===== src/rtl/sram_like_pkg.sv =====
// rtl/sram_like_pkg.sv - size codes, bridge states and byte-enable decoding
package sram_like_pkg;

  localparam logic [2:0] SZ_BYTE  = 3'd0;
  localparam logic [2:0] SZ_HALF  = 3'd1;
  localparam logic [2:0] SZ_WORD  = 3'd2;
  localparam logic [2:0] SZ_DWORD = 3'd3;

  typedef enum logic [1:0] {IDLE, REQ, WAIT} state_t;

  typedef struct packed {
    logic       legal;
    logic [3:0] cnt;
    logic [2:0] lo;
  } wen_info_t;

  // Legal byte enables form one contiguous run whose length is a power of two.
  function automatic wen_info_t wen_scan(input logic [7:0] wen, input int bytes);
    wen_info_t r;
    int cnt, lo, hi;
    cnt = 0;
    lo  = 0;
    hi  = 0;
    for (int i = 0; i < 8; i++) begin
      if (i < bytes && wen[i]) begin
        if (cnt == 0) lo = i;
        hi = i;
        cnt++;
      end
    end
    r.legal = (cnt != 0) && (hi - lo + 1 == cnt) && ((cnt & (cnt - 1)) == 0);
    r.cnt   = 4'(cnt);
    r.lo    = 3'(lo);
    return r;
  endfunction

  function automatic logic [2:0] wen_to_size(input logic [7:0] wen, input int bytes);
    wen_info_t r;
    int n;
    r = wen_scan(wen, bytes);
    n = r.legal ? int'(r.cnt) : bytes;
    return (n >= 8) ? SZ_DWORD : (n >= 4) ? SZ_WORD : (n >= 2) ? SZ_HALF : SZ_BYTE;
  endfunction

  function automatic logic [2:0] wen_to_offset(input logic [7:0] wen, input int bytes);
    wen_info_t r;
    r = wen_scan(wen, bytes);
    return r.legal ? r.lo : 3'd0;
  endfunction

endpackage


===== src/rtl/sram_like_outstanding_ctr.sv =====
// rtl/sram_like_outstanding_ctr.sv - in-flight count and responses ahead of the current op
module sram_like_outstanding_ctr #(
  parameter int MAX_OUT = 4,
  parameter int CW      = $clog2(MAX_OUT) + 1
) (
  input  logic clk,
  input  logic rst,
  input  logic accept,
  input  logic data_ok,
  input  logic load_older,
  output logic full,
  output logic older_zero
);

  logic [CW-1:0] out_cnt;
  logic [CW-1:0] older;
  logic          dec;

  // A response with nothing in flight is a bus protocol error and is ignored.
  assign dec        = data_ok && (out_cnt != '0);
  assign full       = (out_cnt == CW'(MAX_OUT));
  assign older_zero = (older == '0);

  always_ff @(posedge clk) begin
    if (rst) begin
      out_cnt <= '0;
      older   <= '0;
    end else begin
      out_cnt <= out_cnt + CW'(accept) - CW'(dec);
      if (load_older) older <= out_cnt - CW'(dec);
      else if (data_ok && !older_zero) older <= older - CW'(1);
    end
  end

  always_ff @(posedge clk) begin
    if (!rst) assert (!(data_ok && out_cnt == '0));
  end

endmodule


===== src/rtl/sram_like_bridge_ooo.sv =====
// rtl/sram_like_bridge_ooo.sv - stall-based SRAM port to req/addr_ok/data_ok bus bridge
module sram_like_bridge_ooo
  import sram_like_pkg::*;
#(
  parameter int ADDR_W    = 32,
  parameter int DATA_W    = 32,
  parameter int MAX_OUT   = 4,
  parameter bit POSTED_WR = 1'b1
) (
  input  logic                clk,
  input  logic                rst,
  input  logic                flush,
  input  logic                cpu_en,
  input  logic [DATA_W/8-1:0] cpu_wen,
  input  logic [ADDR_W-1:0]   cpu_addr,
  input  logic [2:0]          cpu_size,
  input  logic [DATA_W-1:0]   cpu_wdata,
  output logic [DATA_W-1:0]   cpu_rdata,
  output logic                cpu_stall,
  output logic                data_req,
  output logic                data_wr,
  output logic [2:0]          data_size,
  output logic [ADDR_W-1:0]   data_addr,
  output logic [DATA_W-1:0]   data_wdata,
  input  logic [DATA_W-1:0]   data_rdata,
  input  logic                data_addr_ok,
  input  logic                data_data_ok
);

  localparam int BYTES = DATA_W / 8;
  localparam int OFF_W = $clog2(BYTES);

  state_t              state;
  logic                drop;
  logic                l_wr;
  logic [2:0]          l_size;
  logic [ADDR_W-1:0]   l_addr;
  logic [DATA_W-1:0]   l_wdata;

  logic [7:0]          wen8;
  logic [2:0]          wen_off;
  logic                cur_wr;
  logic [2:0]          cur_size;
  logic [ADDR_W-1:0]   cur_addr;
  logic                is_idle, is_req, is_wait;
  logic                full, older_zero;
  logic                accept, own_ok, posted, retire, load_older;

  assign wen8     = 8'(cpu_wen);
  assign wen_off  = wen_to_offset(wen8, BYTES);
  assign cur_wr   = |cpu_wen;
  assign cur_size = cur_wr ? wen_to_size(wen8, BYTES) : cpu_size;
  assign cur_addr = cur_wr ? {cpu_addr[ADDR_W-1:OFF_W], wen_off[OFF_W-1:0]} : cpu_addr;

  assign is_idle = (state == IDLE);
  assign is_req  = (state == REQ);
  assign is_wait = (state == WAIT);

  // Once raised, a request stays up with frozen fields until accepted, flush or not.
  assign data_req   = is_req || (is_idle && cpu_en && !flush && !full);
  assign data_wr    = is_idle ? cur_wr    : l_wr;
  assign data_size  = is_idle ? cur_size  : l_size;
  assign data_addr  = is_idle ? cur_addr  : l_addr;
  assign data_wdata = is_idle ? cpu_wdata : l_wdata;

  assign accept     = data_req && data_addr_ok;
  assign own_ok     = is_wait && data_data_ok && older_zero;
  assign posted     = data_wr && POSTED_WR;
  assign load_older = accept && !posted && !flush && !(is_req && drop);
  assign retire     = (accept && posted && !flush && !(is_req && drop)) || (own_ok && !flush);
  assign cpu_stall  = cpu_en && !retire && !flush;
  assign cpu_rdata  = (own_ok && !flush && !l_wr) ? data_rdata : '0;

  sram_like_outstanding_ctr #(.MAX_OUT(MAX_OUT)) u_ctr (
    .clk        (clk),
    .rst        (rst),
    .accept     (accept),
    .data_ok    (data_data_ok),
    .load_older (load_older),
    .full       (full),
    .older_zero (older_zero)
  );

  always_ff @(posedge clk) begin
    if (rst) begin
      state   <= IDLE;
      drop    <= 1'b0;
      l_wr    <= 1'b0;
      l_size  <= '0;
      l_addr  <= '0;
      l_wdata <= '0;
    end else begin
      if (is_idle && data_req) begin
        l_wr    <= cur_wr;
        l_size  <= cur_size;
        l_addr  <= cur_addr;
        l_wdata <= cpu_wdata;
      end
      case (state)
        IDLE: if (data_req) state <= load_older ? WAIT : (accept ? IDLE : REQ);
        REQ: begin
          if (accept) begin
            state <= load_older ? WAIT : IDLE;
            drop  <= 1'b0;
          end else if (flush) begin
            drop  <= 1'b1;
          end
        end
        WAIT: if (flush || own_ok) state <= IDLE;
        default: state <= IDLE;
      endcase
    end
  end

endmodule


===== config.mk =====
export PLATFORM = sky130hd
export DESIGN_NAME = sram_like_bridge_ooo
export DESIGN_NICKNAME = d
export VERILOG_FILES = /design/src/rtl/sram_like_pkg.sv /design/src/rtl/sram_like_outstanding_ctr.sv /design/src/rtl/sram_like_bridge_ooo.sv
export SDC_FILE = /design/constraint.sdc
export NUM_CORES = 1
export LEC_CHECK = 0
export ABC_CLOCK_PERIOD_IN_PS = 10080
export BUFFER_PORTS_ARGS = -buffer_cell sky130_fd_sc_hd__buf_2
export CORE_MARGIN = 5
export CORE_UTILIZATION = 45
export DETAILED_ROUTE_END_ITERATION = 16
export PLACE_DENSITY = 0.78
export SETUP_SLACK_MARGIN = 0.05
export SLEW_MARGIN = 25
export SYNTH_ARGS = -nofsm -noshare
export SYNTH_HDL_FRONTEND = slang
export SYNTH_SLANG_ARGS = --single-unit
export TNS_END_PERCENT = 1

===== constraint.sdc =====
create_clock -name clk -period 10.08 [get_ports clk]
set_input_delay 1.008 -clock clk [delete_from_list [all_inputs] [get_ports clk]]
set_output_delay 1.008 -clock clk [all_outputs]
set_load 0.01 [all_outputs]

Yosys cells after proc, flatten, opt, wreduce, memory -nomap -nowiden
Index checks and enable logic that the tools add are counted.

operators by class
  reductions and logical operators = 45
  eq/ne operators = 7
  muxes and demuxes = 36
  add/sub/neg operators = 10
  order comparisons = 3
  bitwise logic cells = 1

operator list
  operator                                                           number
  two-way mux 32 bit                                                 9
  adder 32 x 2 -> 32 bit, second input constant                      4
  logical NOT 32 bit                                                 4
  AND 32 bit                                                         1
  equality test 32 bit                                               1
  nonzero test 32 bit                                                1
  subtractor 32 x 2 -> 32 bit, second input constant                 1
  subtractor 32 bit                                                  1
  two-way mux 2 bit                                                  12
  logical AND 1 bit                                                  22
  two-way mux 3 bit                                                  4
  two-way mux 1 bit                                                  9
  logical NOT 1 bit                                                  7
  case mux 2 bit (3 select lines)                                    1
  subtractor 3 x 1 -> 3 bit                                          2
  greater-or-equal comparator 4 x 2 -> 1 bit, second input constant  1
  greater-or-equal comparator 4 x 3 -> 1 bit, second input constant  1
  greater-or-equal comparator 4 bit, second input constant           1
  two-way mux 4 bit                                                  1
  inequality test 2 x 1 -> 1 bit, second input constant              2
  nonzero test 2 bit                                                 2
  OR reduction 4 bit                                                 1
  adder 3 x 1 -> 3 bit                                               1
  equality test 3 bit, second input constant                         1
  other kinds (10)                                                   12

word-level totals
  logic and storage cells = 110
  input port bits = 109
  bits in registers = 77
  output and inout port bits = 102

Longest topological paths before layout
Gate-level depths: netlist of run 1.

  word-level depth = 20
  depth in mapped cells = 17
  mapped depth without buffers = 17

By module
From an unflattened synthesis of run 1, not the netlist that was laid out.

second synthesis, totals
  cells, all modules = 543
  area total of the unflattened synthesis = 4,394.2 µm²

modules (own cells, without submodules)
  module                     cells an instance  sequential area each (µm²)  instances  area each (µm²)
  sram_like_bridge_ooo       503                1,421.4                     1          4,012.6
  sram_like_outstanding_ctr  40                 120.1                       1          381.6

Worst setup path after synthesis of run 1
No wires, ideal clock.

  kind = input to output
  from = in cpu_wen[0]
  to = out data_addr[0]
  buffers on the path = 1
  arrival = 4,158 ps
  slack = 4,914 ps
  required time = 9,072 ps
  stages on the path = 17
  path through = inv_1 ha_1 buf_6 xnor2_2 ha_1 nand3_1 nand2_1 ha_1 inv_1 ha_1 inv_1 ha_1 xor3_1 nor3_2 o2111ai_1 or3_1 a31oi_1

on the way
  cells in the longest elaborated chain, start to end = 16
  elaborated cells on any way between the ends = 29
  those cells by class = add/sub: 6; eq/ne: 1; mux: 13; bitwise: 1; reduce/logical: 8

ends and longest elaborated chain
  what                                                          RTL line                    text
  start, declared                                               sram_like_bridge_ooo.sv:14  input logic [DATA_W/8-1:0] cpu_wen,
  two-way mux 1 bit                                             sram_like_pkg.sv:25         if (i < bytes && wen[i]) begin
  adder 32 x 2 -> 32 bit or logical NOT 32 bit (tied branches)  --
  two-way mux 32 bit or two-way mux 1 bit (tied branches)       --
  adder 32 x 2 -> 32 bit (tied with other cells)                --
  two-way mux 32 bit or two-way mux 2 bit (tied branches)       --
  logical NOT 32 bit or two-way mux 2 bit (tied branches)       --
  two-way mux 32 bit                                            sram_like_pkg.sv:26         if (cnt == 0) lo = i;
  two-way mux 32 bit                                            --
  subtractor 32 bit                                             --
  adder 32 x 2 -> 32 bit                                        --
  equality test 32 bit                                          --
  logical AND 1 bit (2 in series)                               --
  two-way mux 2 bit                                             sram_like_pkg.sv:48         return r.legal ? r.lo : 3'd0;
  two-way mux 2 bit (*)                                         sram_like_bridge_ooo.sv:53  assign cur_addr = cur_wr ? {cpu_addr[ADDR_W-1:OFF_W], wen_off[OFF_W-1:0]} : cpu_addr;
  two-way mux 32 bit (*)                                        sram_like_bridge_ooo.sv:63  assign data_addr = is_idle ? cur_addr : l_addr;
  end, declared                                                 sram_like_bridge_ooo.sv:23  output logic [ADDR_W-1:0] data_addr,

Every way passes the cells marked *; elsewhere a longest branch is shown, timed or not.

Worst setup path after layout of run 1
  from = in cpu_wen[1]
  to = out data_addr[0]

on the way
  cells in the longest elaborated chain, start to end = 14
  elaborated cells on any way between the ends = 28
  those cells by class = add/sub: 5; eq/ne: 1; mux: 14; bitwise: 1; reduce/logical: 7

ends and longest elaborated chain
  what                                                          RTL line
  two-way mux 32 bit                                            --
  adder 32 x 2 -> 32 bit or logical NOT 32 bit (tied branches)  --
  two-way mux 32 bit or two-way mux 2 bit (tied branches)       --
  logical NOT 32 bit or two-way mux 2 bit (tied branches)       --
  two-way mux 32 bit                                            sram_like_pkg.sv:26
  two-way mux 32 bit                                            --
  subtractor 32 bit                                             --
  adder 32 x 2 -> 32 bit                                        --
  equality test 32 bit                                          --
  logical AND 1 bit (2 in series)                               --
  two-way mux 2 bit                                             sram_like_pkg.sv:48
  two-way mux 2 bit (*)                                         sram_like_bridge_ooo.sv:53
  two-way mux 32 bit (*)                                        sram_like_bridge_ooo.sv:63

Marks and branches as above.

==> summary.md, run 1 <==
| Metric | Value |
|---|---|
| Worst Hold Class | `reg2reg` |
| Fraction of synthesized cell area taken by the top area cell type | `35.0%` |
| Crit path required time | `9.07 ns` |
| Fin crit share | `55.6%` |
| IR Drop Worst-Case VDD | `62.1 µV` |
| Worst-case clock buffer depth | `2` |
| Maximum level of the CTS H-tree | `3` |
| Number of enable flip-flop cells after synthesis | `0` |
| Synth Instances | `543` |
| Die extent in x | `109 µm` |
| Antenna-violating nets left | `0` |
| Clock slew at the register clock pins of the worst setup and hold paths | `0.07 ns` |
| Die outline height | `109 µm` |
| Worst-skew pair later-pin latency | `0.35 ns` |
| Post-CTS Setup Inserts | `0` |
| Post-Route Setup TNS | `0 ns` |
| Worst setup skew after layout | `0.0127 ns` |
| Starting Density | `45.7%` |
| Number of failing hold endpoints at the final stage | `0` |
| Commonest cells in the synthesized netlist | `sky130_fd_sc_hd__nand2_1, sky130_fd_sc_hd__dfxtp_1, sky130_fd_sc_hd__a21oi_1` |
| Synthesis-stage register bit count | `77` |
| RD Place Congestion | `0.973` |
| Cell area after synthesis | `4400 µm²` |
| Crit Path Class | `in2out` |
| Crit end category | `output pin` |
| Die Area | `11,900 µm²` |
| Floorplan row count | `36` |
| Largest fanout on the critical path | `10` |
| Number of antenna violations at the first check in global routing | `2` |
| Area of the core region | `9640 µm²` |
| Dpl hpwl | `9610 µm` |
| CTS Hold Buffers Added | `0` |
| Via/cell ratio | `5.07` |
| Unrepaired setup endpoints after global routing | `false` |
| CTS-repair resized insts | `0` |
| Number of max-cap violations | `0` |
| Synth-to-Final Area Change | `29.5%` |
| Power density over cell area | `148 nW/µm²` |
| Data arrival time of the worst path | `4.59 ns` |
| First-pass GRT wire length | `20,200 µm` |
| Final #Nets | `857` |
| Router iterations before antenna repair | `4` |
| Number of global-route vias before repair | `4,381` |
| Async set-or-reset flop fraction in the synthesized netlist | `0%` |
| Crit start category | `primary input` |
| Leading area contributor after synthesis | `sky130_fd_sc_hd__dfxtp_1` |
| Number of I/O pins | `211` |
| Fraction of final layout cells sized beyond drive strength 1 | `41.1%` |
| DRC Markers | `0` |
| Inserted Clock Buffers | `9` |
| Post-layout util | `59.1%` |
| Slew at the pin closest to its max-slew limit | `0.949 ns` |
| Input/output buffers | `210` |
| Upper clock frequency limit | `179 MHz` |
| Clock period minus worst slack | `5.60 ns` |
| Top flip-flop cell by instance count after synthesis | `sky130_fd_sc_hd__dfxtp_1` |
| Average instance area after synthesis | `8.10 µm²` |
| WL per Instance | `14.7 µm` |
| Max-slew headroom | `36.8%` |
| TritonCTS clock tree | `done` |
| Overall fraction of global-route tracks in use | `21.3%` |
| Syn_nets | `670` |
| Static Leak | `2.63 nW` |
| Sequential area share after synthesis | `35.0%` |
| Final number of setup-violating endpoints | `0` |
| Clk root buf | `sky130_fd_sc_hd__clkbuf_8` |
| Number of fill cells in the layout | `915` |
| Pin count of the biggest net entering global routing | `79` |
| Final max-slew violation count | `0` |
| Final total power | `0.844 mW` |
| Synth top area cells | `sky130_fd_sc_hd__dfxtp_1, sky130_fd_sc_hd__mux2_2, sky130_fd_sc_hd__nand2_1` |
| Count of synthesis-stage warnings from yosys | `0` |
| Vias after detailed routing | `4,412` |
| Total global routing overflow | `0` |
| Total routed wirelength | `12,700 µm` |
| Status | `completed` |
| Starting DRT DRC Count | `262` |
| Number of sinks handled by clock tree synthesis | `77` |
| Count of different cell masters after synthesis | `47` |
| Cell with the most instances after synthesis | `sky130_fd_sc_hd__nand2_1` |
## registers in the layout (all words and copies together) (netlist names)
register / count
l_addr: 32
l_wdata: 32
l_size: 3
state: 2
u_ctr.out_cnt: 3
u_ctr.older: 3
l_wr: 1
drop: 1
## worst paths after layout
kind	slack [ns]	from	cells past startpoint	end
setup / recovery	4.48	cpu_wen[1]	18	data_addr[0]
hold / removal	0.46	l_addr[4]	2	l_addr[4]
setup reg to reg	7.27	state[0]	6	l_addr[1]
hold reg to reg	0.46	l_addr[4]	2	l_addr[4]
## kinds of logic (layout without fill, tap and decap cells)
group	count (synthesis)	after routing	synth area share, %
AOI/OAI and AO/OA	97	97	12.7
muxes	63	63	16.1
DFF	77	77	35.0
adders and majority gates	18	18	5.29
buffers and inverters	54	246	4.86
xor gates and xnor gates	12	12	2.90
and+or+nand+nor	222	222	23.2
other	0	2	0
## metal layers
metal | routed length, µm | track usage [%] | share of wire, %
met2 | 6190 | 36.4 | 49
met3 | 1120 | 5.51 | 8.8
met1 | 5040 | 24.3 | 40
met4 | 408 | 10.9 | 3.2
met5 | 0 | 0 | 0
## worst max-delay path: stages
cell	delay [ns]
sky130_fd_sc_hd__buf_2	0.11
sky130_fd_sc_hd__inv_1	0.07
sky130_fd_sc_hd__ha_1	0.42
sky130_fd_sc_hd__xnor2_2	0.23
sky130_fd_sc_hd__ha_1	0.24
sky130_fd_sc_hd__nand3_1	0.08
sky130_fd_sc_hd__nand2_1	0.08
sky130_fd_sc_hd__ha_1	0.30
sky130_fd_sc_hd__inv_1	0.06
sky130_fd_sc_hd__ha_1	0.14
sky130_fd_sc_hd__inv_1	0.04
sky130_fd_sc_hd__ha_1	0.27
sky130_fd_sc_hd__xor3_1	0.41
sky130_fd_sc_hd__nor3_2	0.19
sky130_fd_sc_hd__o2111ai_1	0.20
sky130_fd_sc_hd__or3_1	0.44
sky130_fd_sc_hd__a31oi_1	0.17
sky130_fd_sc_hd__buf_2	0.15
## power by group
group	internal [mW]	switching [mW]
Clock	0.0962	0.115
Combinational	0.124	0.152
Sequential	0.337	0.0191
Total	0.558	0.286
## layout make-up
type	instances	area [µm²]	area share, %
Clock inverter	5	33.8	0.593
Antenna cell	2	5.00	0.0879
Tap cell	133	166	2.92
Multi-Input combinational cell	412	2670	46.8
Inverter	16	60.1	1.05
Sequential cell	77	1540	27.1
Clock buffer	11	141	2.48
Timing Repair Buffer	214	1080	19.0
## stage by stage
stage | setup slack, ns | hold slack, ns | instances | instance area (µm²)
floorplan | 4.91 | 0.434 | 543 | 4400
global placement | 4.63 | 0.439 | 852 | 5510
detailed placement | 4.48 | 0.444 | 852 | 5520
CTS | 4.47 | 0.454 | 868 | 5690
global route | 4.28 | 0.474 | 870 | 5700
finish | 4.48 | 0.455 | 870 | 5700
## placed cells by master, fill, tap and decap left out, types with 2 or more instances in the layout
master,count
sky130_fd_sc_hd__buf_4,4
sky130_fd_sc_hd__nand2_1,138
sky130_fd_sc_hd__a211oi_1,5
sky130_fd_sc_hd__buf_2,210
sky130_fd_sc_hd__dfxtp_1,77
sky130_fd_sc_hd__a31oi_1,5
sky130_fd_sc_hd__nand2b_1,6
sky130_fd_sc_hd__nand3_1,4
sky130_fd_sc_hd__xnor2_1,9
sky130_fd_sc_hd__nor2b_1,3
sky130_fd_sc_hd__nor3_1,3
sky130_fd_sc_hd__clkinv_2,2
sky130_fd_sc_hd__and2_1,36
sky130_fd_sc_hd__ha_1,17
sky130_fd_sc_hd__clkbuf_8,10
sky130_fd_sc_hd__nand3b_1,2
sky130_fd_sc_hd__nor2_1,18
sky130_fd_sc_hd__mux2_2,62
sky130_fd_sc_hd__a311oi_1,2
sky130_fd_sc_hd__o221ai_1,3
sky130_fd_sc_hd__a21oi_1,68
sky130_fd_sc_hd__inv_1,16
sky130_fd_sc_hd__clkinvlp_4,2
sky130_fd_sc_hd__diode_2,2
sky130_fd_sc_hd__o21ai_0,5
Power figures use the tool's default switching activity.
==> inputs of run 2 (changes only) <==
--- a/config.mk
+++ b/config.mk
@@ -5,7 +5,8 @@
 export SDC_FILE = /design/constraint.sdc
 export NUM_CORES = 1
 export LEC_CHECK = 0
-export ABC_CLOCK_PERIOD_IN_PS = 10080
+export ABC_AREA = 1
+export ABC_CLOCK_PERIOD_IN_PS = 5600
 export BUFFER_PORTS_ARGS = -buffer_cell sky130_fd_sc_hd__buf_2
 export CORE_MARGIN = 5
 export CORE_UTILIZATION = 45
==> constraint.sdc (replaced) <==
create_clock -name clk -period 5.6 [get_ports clk]
set_input_delay 0.56 -clock clk [delete_from_list [all_inputs] [get_ports clk]]
set_output_delay 0.56 -clock clk [all_outputs]
set_load 0.01 [all_outputs]
==> run 2 against run 1 <==
Against the previous run: clock power up 85%; sequential share of layout area up 0.071 points; setup slack worse by 2.7 ns; cell area down 0.26%; final cell count up 16%; largest power group unchanged.
==> summary.md, run 2 <==
| Metric | Value |
|---|---|
| Post-Synth Simple-Gate Area | `18.7%` |
| Starting Density | `45.6%` |
| Biggest registers after layout | `l_addr (32), l_wdata (32)` |
| Fin crit share | `67.6%` |
| Commonest cells after routing, fill and taps aside | `sky130_fd_sc_hd__buf_2, sky130_fd_sc_hd__inv_1, sky130_fd_sc_hd__o21ai_0` |
| Number of fill cells in the layout | `978` |
| Sequential area share after synthesis | `34.9%` |
| Syn_nets | `817` |
| Multiplexer fraction of the synthesized cell area | `0%` |
| Post-synthesis compound-gate area fraction | `24.7%` |
| Inserted Clock Buffers | `9` |
| Number of sinks handled by clock tree synthesis | `77` |
| Number of placed cells counting well taps | `997` |
| Crit end category | `output pin` |
| Clk root buf | `sky130_fd_sc_hd__clkbuf_8` |
| Adder and majority gate portion of the synthesized area | `5.27%` |
| TritonCTS clock tree | `done` |
| Unrepaired setup endpoints after global routing | `false` |
| Synth Instances | `690` |
| Worst setup skew after layout | `0.00907 ns` |
| Maximum level of the CTS H-tree | `3` |
| Crit path required time | `5.04 ns` |
| Met1 routed wirelength after detailed routing | `4860 µm` |
| Worst-skew pair later-pin latency | `0.35 ns` |
| Dpl hpwl | `8690 µm` |
| Antenna-violating nets left | `0` |
| Area of the multi-input gates | `2190 µm²` |
| Total global routing overflow | `0` |
| Final number of setup-violating endpoints | `0` |
| Crit Path Class | `in2out` |
| Synth-to-Final Area Change | `28.7%` |
| Synthesis-stage register bit count | `77` |
| Final max-slew violation count | `0` |
| Most common cell after layout, fill and taps aside | `sky130_fd_sc_hd__buf_2` |
| Leading area contributor after synthesis | `sky130_fd_sc_hd__dfxtp_1` |
| Wire length on met3 | `1080 µm` |
| Clock slew at the register clock pins of the worst setup and hold paths | `0.08 ns` |
| Input/output buffers | `210` |
| Power density over cell area | `273 nW/µm²` |
| Data arrival time of the worst path | `3.22 ns` |
| Synth top area cells | `sky130_fd_sc_hd__dfxtp_1, sky130_fd_sc_hd__o21ai_0, sky130_fd_sc_hd__inv_1` |
| Met2 Routed Length | `5400 µm` |
| Via/cell ratio | `4.67` |
| Upper clock frequency limit | `264 MHz` |
| Number of antenna violations at the first check in global routing | `0` |
| Number of failing hold endpoints at the final stage | `0` |
| Worst hold slack | `0.379 ns` |
| Pin count of the biggest net entering global routing | `83` |
| Router iterations before antenna repair | `6` |
| Async set-or-reset flop fraction in the synthesized netlist | `0%` |
| Number of global-route vias before repair | `4,333` |
| Final #Nets | `1,002` |
| Starting DRT DRC Count | `199` |
| Top flip-flop cell by instance count after synthesis | `sky130_fd_sc_hd__dfxtp_1` |
| IR Drop Worst-Case VDD | `155 µV` |
| Die extent in x | `109 µm` |
| Critical Path Slowest Stage Cell | `sky130_fd_sc_hd__ha_1` |
| Post-route setup slack | `1.82 ns` |
| Critical Path Max Stage Delay | `0.34 ns` |
| Minimum setup slack after placement | `1.81 ns` |
| Crit start category | `primary input` |
| Family with the most delay on the worst path | `adder cells` |
| ANT cells | `0` |
| Largest fanout on the critical path | `4` |
| Number of standard cells in the layout, taps in and fillers out | `1,013` |
| Flip-flop and latch area | `1540 µm²` |
| First-pass GRT wire length | `18,300 µm` |
| Cell with the most instances after synthesis | `sky130_fd_sc_hd__inv_1` |
| Origin of the worst setup path | `cpu_wen[0]` |
| Worst Hold Class | `in2reg` |
| Fraction of synthesized cell area taken by the top area cell type | `34.9%` |
| CP bufs+invs | `6` |
| Count of different cell masters after synthesis | `31` |
| Area of the core region | `9680 µm²` |
| Cell repeated most along the worst path | `sky130_fd_sc_hd__nand2_1` |
| Average instance area after synthesis | `6.40 µm²` |
| Fraction of synthesized cell area in xor and xnor cells | `0.794%` |
| Die Area | `11,900 µm²` |
| DRC Markers | `0` |
| Count of synthesis-stage warnings from yosys | `0` |
| RD Place Congestion | `0.836` |
| CTS Hold Buffers Added | `0` |
| Number of max-cap violations | `0` |
| Clock period minus worst slack | `3.78 ns` |
| Slew at the pin closest to its max-slew limit | `0.912 ns` |
| Post-Route Setup TNS | `0 ns` |
| Post-CTS Setup Inserts | `0` |
| Cell area after synthesis | `4410 µm²` |
| Static Leak | `3.09 nW` |
| Startpoint of the lowest-slack hold path | `data_addr_ok` |
| Combinational family with the most area after synthesis | `compound AO/OA/AOI/OAI gates` |
| Floorplan row count | `36` |
| Overall fraction of global-route tracks in use | `18.9%` |
| CTS-repair resized insts | `0` |
| Vias after detailed routing | `4,733` |
| Reg-to-Reg Start | `u_ctr.out_cnt[1]` |
| Series of cell instances along the critical path | `buf_2 -> inv_1 -> ha_1 -> nand2_1 -> nand2_2 -> ha_1 -> nand3_1 -> nand2_1 -> ha_1 -> inv_1 -> ha_1 -> inv_1 -> ha_1 -> inv_1 -> nand2_1 -> nand2_1 -> nand2_1 -> nor2_2 -> nand3_1 -> nand2_1 -> nand2_1 -> nand2_1 -> buf_2` |
| Worst-case clock buffer depth | `2` |
| Commonest cells in the synthesized netlist | `sky130_fd_sc_hd__inv_1, sky130_fd_sc_hd__o21ai_0, sky130_fd_sc_hd__nand2_1` |
| WL per Instance | `11.3 µm` |
| Total routed wirelength | `11,500 µm` |
| Top routing layer in use | `met4` |
| Die outline height | `109 µm` |
| Number of I/O pins | `211` |
| Max-slew headroom | `39.0%` |
| Status | `completed` |
| Number of enable flip-flop cells after synthesis | `0` |
| Fraction of final layout cells sized beyond drive strength 1 | `27.6%` |
[run 2: changes by cell type in the layout (fill, tap and decap cells not counted), moves of 3 or more]
cell,delta
sky130_fd_sc_hd__and2_1,-36
sky130_fd_sc_hd__inv_1,+121
sky130_fd_sc_hd__mux2_2,-62
sky130_fd_sc_hd__nand2_1,-23
sky130_fd_sc_hd__nand2_2,+5
sky130_fd_sc_hd__nand2b_1,-6
sky130_fd_sc_hd__nand3_1,+19
sky130_fd_sc_hd__nor2_1,+31
sky130_fd_sc_hd__nor2b_1,-3
sky130_fd_sc_hd__o21a_1,+3
sky130_fd_sc_hd__o21ai_0,+127
sky130_fd_sc_hd__o221ai_1,-3
sky130_fd_sc_hd__xnor2_1,-7
[run 2: final cells by class]
type	count	area share [%]
Clock buffer	11	2.66
Clock inverter	5	0.595
Inverter	139	9.18
Multi-Input combinational cell	434	38.5
Sequential cell	77	27.1
Tap cell	133	2.93
Timing Repair Buffer	214	19.0
[run 2: path summary, 6_finish.rpt]
kind                            cells past startpoint                to  slack (ns)
worst max-delay path                               23      data_addr[0]        1.82
worst min-delay path                                2          state[0]        0.38
worst max register to register                     10  u_ctr.out_cnt[2]        2.89
worst min register to register                      2        l_wdata[4]        0.45
[run 2: routing by layer]
metal  track usage [%]  vias up
met4              6.13        0
li1                  -     2534
met2              34.5      151
met5                 0        -
met3              5.57       15
met1              20.8     2033
[run 2: kinds of logic (layout without fill, tap and decap cells)]
kind of cell / count (synthesis) / after routing
buffers and inverters: 179 / 369
adders and majority gates: 18 / 18
AOI/OAI and AO/OA: 212 / 212
and+or+nand+nor: 200 / 200
DFF: 77 / 77
xor gates and xnor gates: 4 / 4
[run 2: power by group]
group | switching [mW] | total (mW) | internal (mW)
Combinational | 0.297 | 0.489 | 0.192
Sequential | 0.0325 | 0.669 | 0.636
Clock | 0.206 | 0.391 | 0.185
[run 2: metrics by stage]
| stage | area (µm²) | util [%] | power [mW] |
|---|---|---|---|
| global placement | 5500 | 56.8 | 1.16 |
| global route | 5680 | 58.7 | 1.69 |
| floorplan | 4410 | - | 1.02 |
| finish | 5680 | 58.7 | 1.55 |
| CTS | 5680 | 58.7 | 1.57 |
| detailed placement | 5500 | 56.8 | 1.17 |
==> inputs of run 3 (changes only) <==
--- a/config.mk
+++ b/config.mk
@@ -6,12 +6,12 @@
 export NUM_CORES = 1
 export LEC_CHECK = 0
 export ABC_AREA = 1
-export ABC_CLOCK_PERIOD_IN_PS = 5600
+export ABC_CLOCK_PERIOD_IN_PS = 3150
 export BUFFER_PORTS_ARGS = -buffer_cell sky130_fd_sc_hd__buf_2
 export CORE_MARGIN = 5
-export CORE_UTILIZATION = 45
+export CORE_UTILIZATION = 42
 export DETAILED_ROUTE_END_ITERATION = 16
-export PLACE_DENSITY = 0.78
+export PLACE_DENSITY = 0.77
 export SETUP_SLACK_MARGIN = 0.05
 export SLEW_MARGIN = 25
 export SYNTH_ARGS = -nofsm -noshare
==> constraint.sdc (replaced) <==
create_clock -name clk -period 3.15 [get_ports clk]
set_input_delay 0.315 -clock clk [delete_from_list [all_inputs] [get_ports clk]]
set_output_delay 0.315 -clock clk [all_outputs]
set_load 0.01 [all_outputs]
==> run 3 against run 2 <==
Against the previous run: sequential power is 78% higher; via count is 3.2% higher; clock skew is 0.00078 ns higher; register-to-register slack worse by 1.9 ns; largest power group unchanged; utilization is 0.95 points lower; combinational power is 91% higher; die area is 6.5% higher; setup slack worse by 1.7 ns; critical path depth is 1 higher; clock-buffer cell count is 1 lower.
==> summary.md, run 3 (synthesis results as in run 2) <==
| Metric | Value |
|---|---|
| First-pass GRT wire length | `19,400 µm` |
| DRC Markers | `0` |
| Worst setup skew after layout | `0.00985 ns` |
| Post-layout util | `57.7%` |
| Final #Nets | `1,011` |
| Die Area | `12,700 µm²` |
| Static Leak | `3.15 nW` |
| Commonest cells after routing, fill and taps aside | `sky130_fd_sc_hd__buf_2, sky130_fd_sc_hd__o21ai_0, sky130_fd_sc_hd__inv_1` |
| Fraction of final layout cells sized beyond drive strength 1 | `31.0%` |
| Status | `completed` |
| RD Place Congestion | `0.845` |
| Number of global-route vias before repair | `4,487` |
| Biggest registers after layout | `l_addr (32), l_wdata (32)` |
| Clock period minus worst slack | `3.00 ns` |
| Total routed wirelength | `12,000 µm` |
| Critical Path Slowest Stage Cell | `sky130_fd_sc_hd__ha_4` |
| Upper clock frequency limit | `334 MHz` |
| Number of I/O pins | `211` |
| Number of max-cap violations | `0` |
| Power density over cell area | `479 nW/µm²` |
| Worst-skew pair later-pin latency | `0.34 ns` |
| Max-slew headroom | `48.2%` |
| Starting DRT DRC Count | `220` |
| Number of sinks handled by clock tree synthesis | `77` |
| Number of fill cells in the layout | `1,016` |
| Die extent in x | `113 µm` |
| Final total power | `2.84 mW` |
| Total global routing overflow | `0` |
| ANT cells | `0` |
| Die outline height | `113 µm` |
| TritonCTS clock tree | `done` |
| Floorplan row count | `37` |
| Post-Place Cell Area | `5580 µm²` |
| Worst Hold Class | `in2reg` |
| Crit start category | `primary input` |
| Inserted Clock Buffers | `9` |
| Pin count of the biggest net entering global routing | `133` |
| Critical Path Max Stage Delay | `0.27 ns` |
| Clock slew at the register clock pins of the worst setup and hold paths | `0.09 ns` |
| Fin crit share | `95.1%` |
| Number of failing hold endpoints at the final stage | `0` |
| Number of antenna violations at the first check in global routing | `0` |
| Worst-case clock buffer depth | `2` |
| Router iterations before antenna repair | `4` |
| Slew at the pin closest to its max-slew limit | `0.777 ns` |
| Crit path required time | `2.83 ns` |
| Antenna-violating nets left | `0` |
| Crit Path Class | `in2out` |
| Worst hold slack | `0.146 ns` |
| Series of cell instances along the critical path | `buf_6 -> inv_4 -> ha_4 -> inv_2 -> nand2_2 -> nand2_2 -> ha_4 -> nand3_2 -> nand2_2 -> ha_4 -> inv_2 -> ha_4 -> inv_2 -> ha_4 -> inv_2 -> nand2_1 -> nand2_1 -> nand2_2 -> nor2_4 -> nand3_2 -> nand2_1 -> nand2_1 -> nand2_1 -> buf_2` |
| Maximum level of the CTS H-tree | `3` |
| Synth-to-Final Area Change | `34.4%` |
| Starting Density | `42.9%` |
| Dpl hpwl | `8460 µm` |
| Overall fraction of global-route tracks in use | `17.9%` |
| Final max-slew violation count | `0` |
| Largest fanout on the critical path | `4` |
| Most common cell after layout, fill and taps aside | `sky130_fd_sc_hd__buf_2` |
| Clk root buf | `sky130_fd_sc_hd__clkbuf_8` |
| Area of the core region | `10,300 µm²` |
| WL per Instance | `11.7 µm` |
| Crit end category | `output pin` |
| Number of standard cells in the layout, taps in and fillers out | `1,025` |
| Final number of setup-violating endpoints | `0` |
| Via/cell ratio | `4.76` |
| IR Drop Worst-Case VDD | `270 µV` |
| Data arrival time of the worst path | `2.68 ns` |
| Number of placed cells counting well taps | `1,007` |
| Input/output buffers | `210` |
| Final design area excluding fillers | `5930 µm²` |
| Vias after detailed routing | `4,883` |
## run 3: changes by cell type in the layout (fill, tap and decap cells not counted), sizes merged
cell,delta
buf,+9
inv,+2
clkbuf,-1
clkinv,-1
## run 3: per-stage QoR
stage / worst slack, ns / TNS, ns
3_5_place_dp: -0.0683 / -0.203
2_1_floorplan: 0.227 / 0
4_1_cts: 0.0505 / 0
3_3_place_gp: -0.0187 / -0.0371
5_1_grt: -0.00439 / -0.00637
6_report: 0.153 / 0
## run 3: worst paths after layout
| path | depth (start not counted) | startpoint | endpoint | slack, ns |
|---|---|---|---|---|
| worst max register to register | 10 | u_ctr.out_cnt[1] | u_ctr.out_cnt[2] | 0.97 |
| worst max-delay path | 24 | cpu_wen[0] | data_addr[1] | 0.15 |
| worst min-delay path | 2 | data_addr_ok | state[0] | 0.15 |
| worst min register to register | 2 | l_wdata[12] | l_wdata[12] | 0.45 |
## run 3: power breakdown
| group | total (mW) | switching, mW | leakage [nW] | internal, mW |
|---|---|---|---|---|
| Combinational | 0.933 | 0.559 | 2.42 | 0.374 |
| Clock | 0.717 | 0.397 | 0.0914 | 0.320 |
| Sequential | 1.19 | 0.0599 | 0.633 | 1.13 |
| Total | 2.84 | 1.02 | 3.15 | 1.83 |
## run 3: metal layers
metal / GRT usage (%) / wire (µm) / up-vias
met2: 31.2 / 5500 / 200
met5: 0 / 0 / -
met3: 5.82 / 1160 / 22
li1: - / - / 2549
met4: 5.45 / 195 / 0
met1: 21.0 / 5100 / 2112
## run 3: what timing repair did
item                                    4_1_cts  5_1_grt
pin swaps                                     6       12
hold buffers                                  0        0
endpoints found under the setup margin        4        4
resized for setup                            10       24
setup buffers                                 1        1
## run 3: area by class of cell
cell class	count	area [µm²]	area share (%)
clock inverters	6	52.6	0.886
inverters	139	524	8.84
flip-flops and latches	77	1540	26.0
clock buffers	10	138	2.32
multi-input cells	434	2320	39.0
well taps	136	170	2.87
repair buffers	223	1190	20.1
## run 3: worst max-delay path: cells and delay by family
family | cells | cell delay [ns]
and+or+nand+nor | 12 | 0.89
buffers and inverters | 7 | 0.42
adders and majority gates | 5 | 1.05
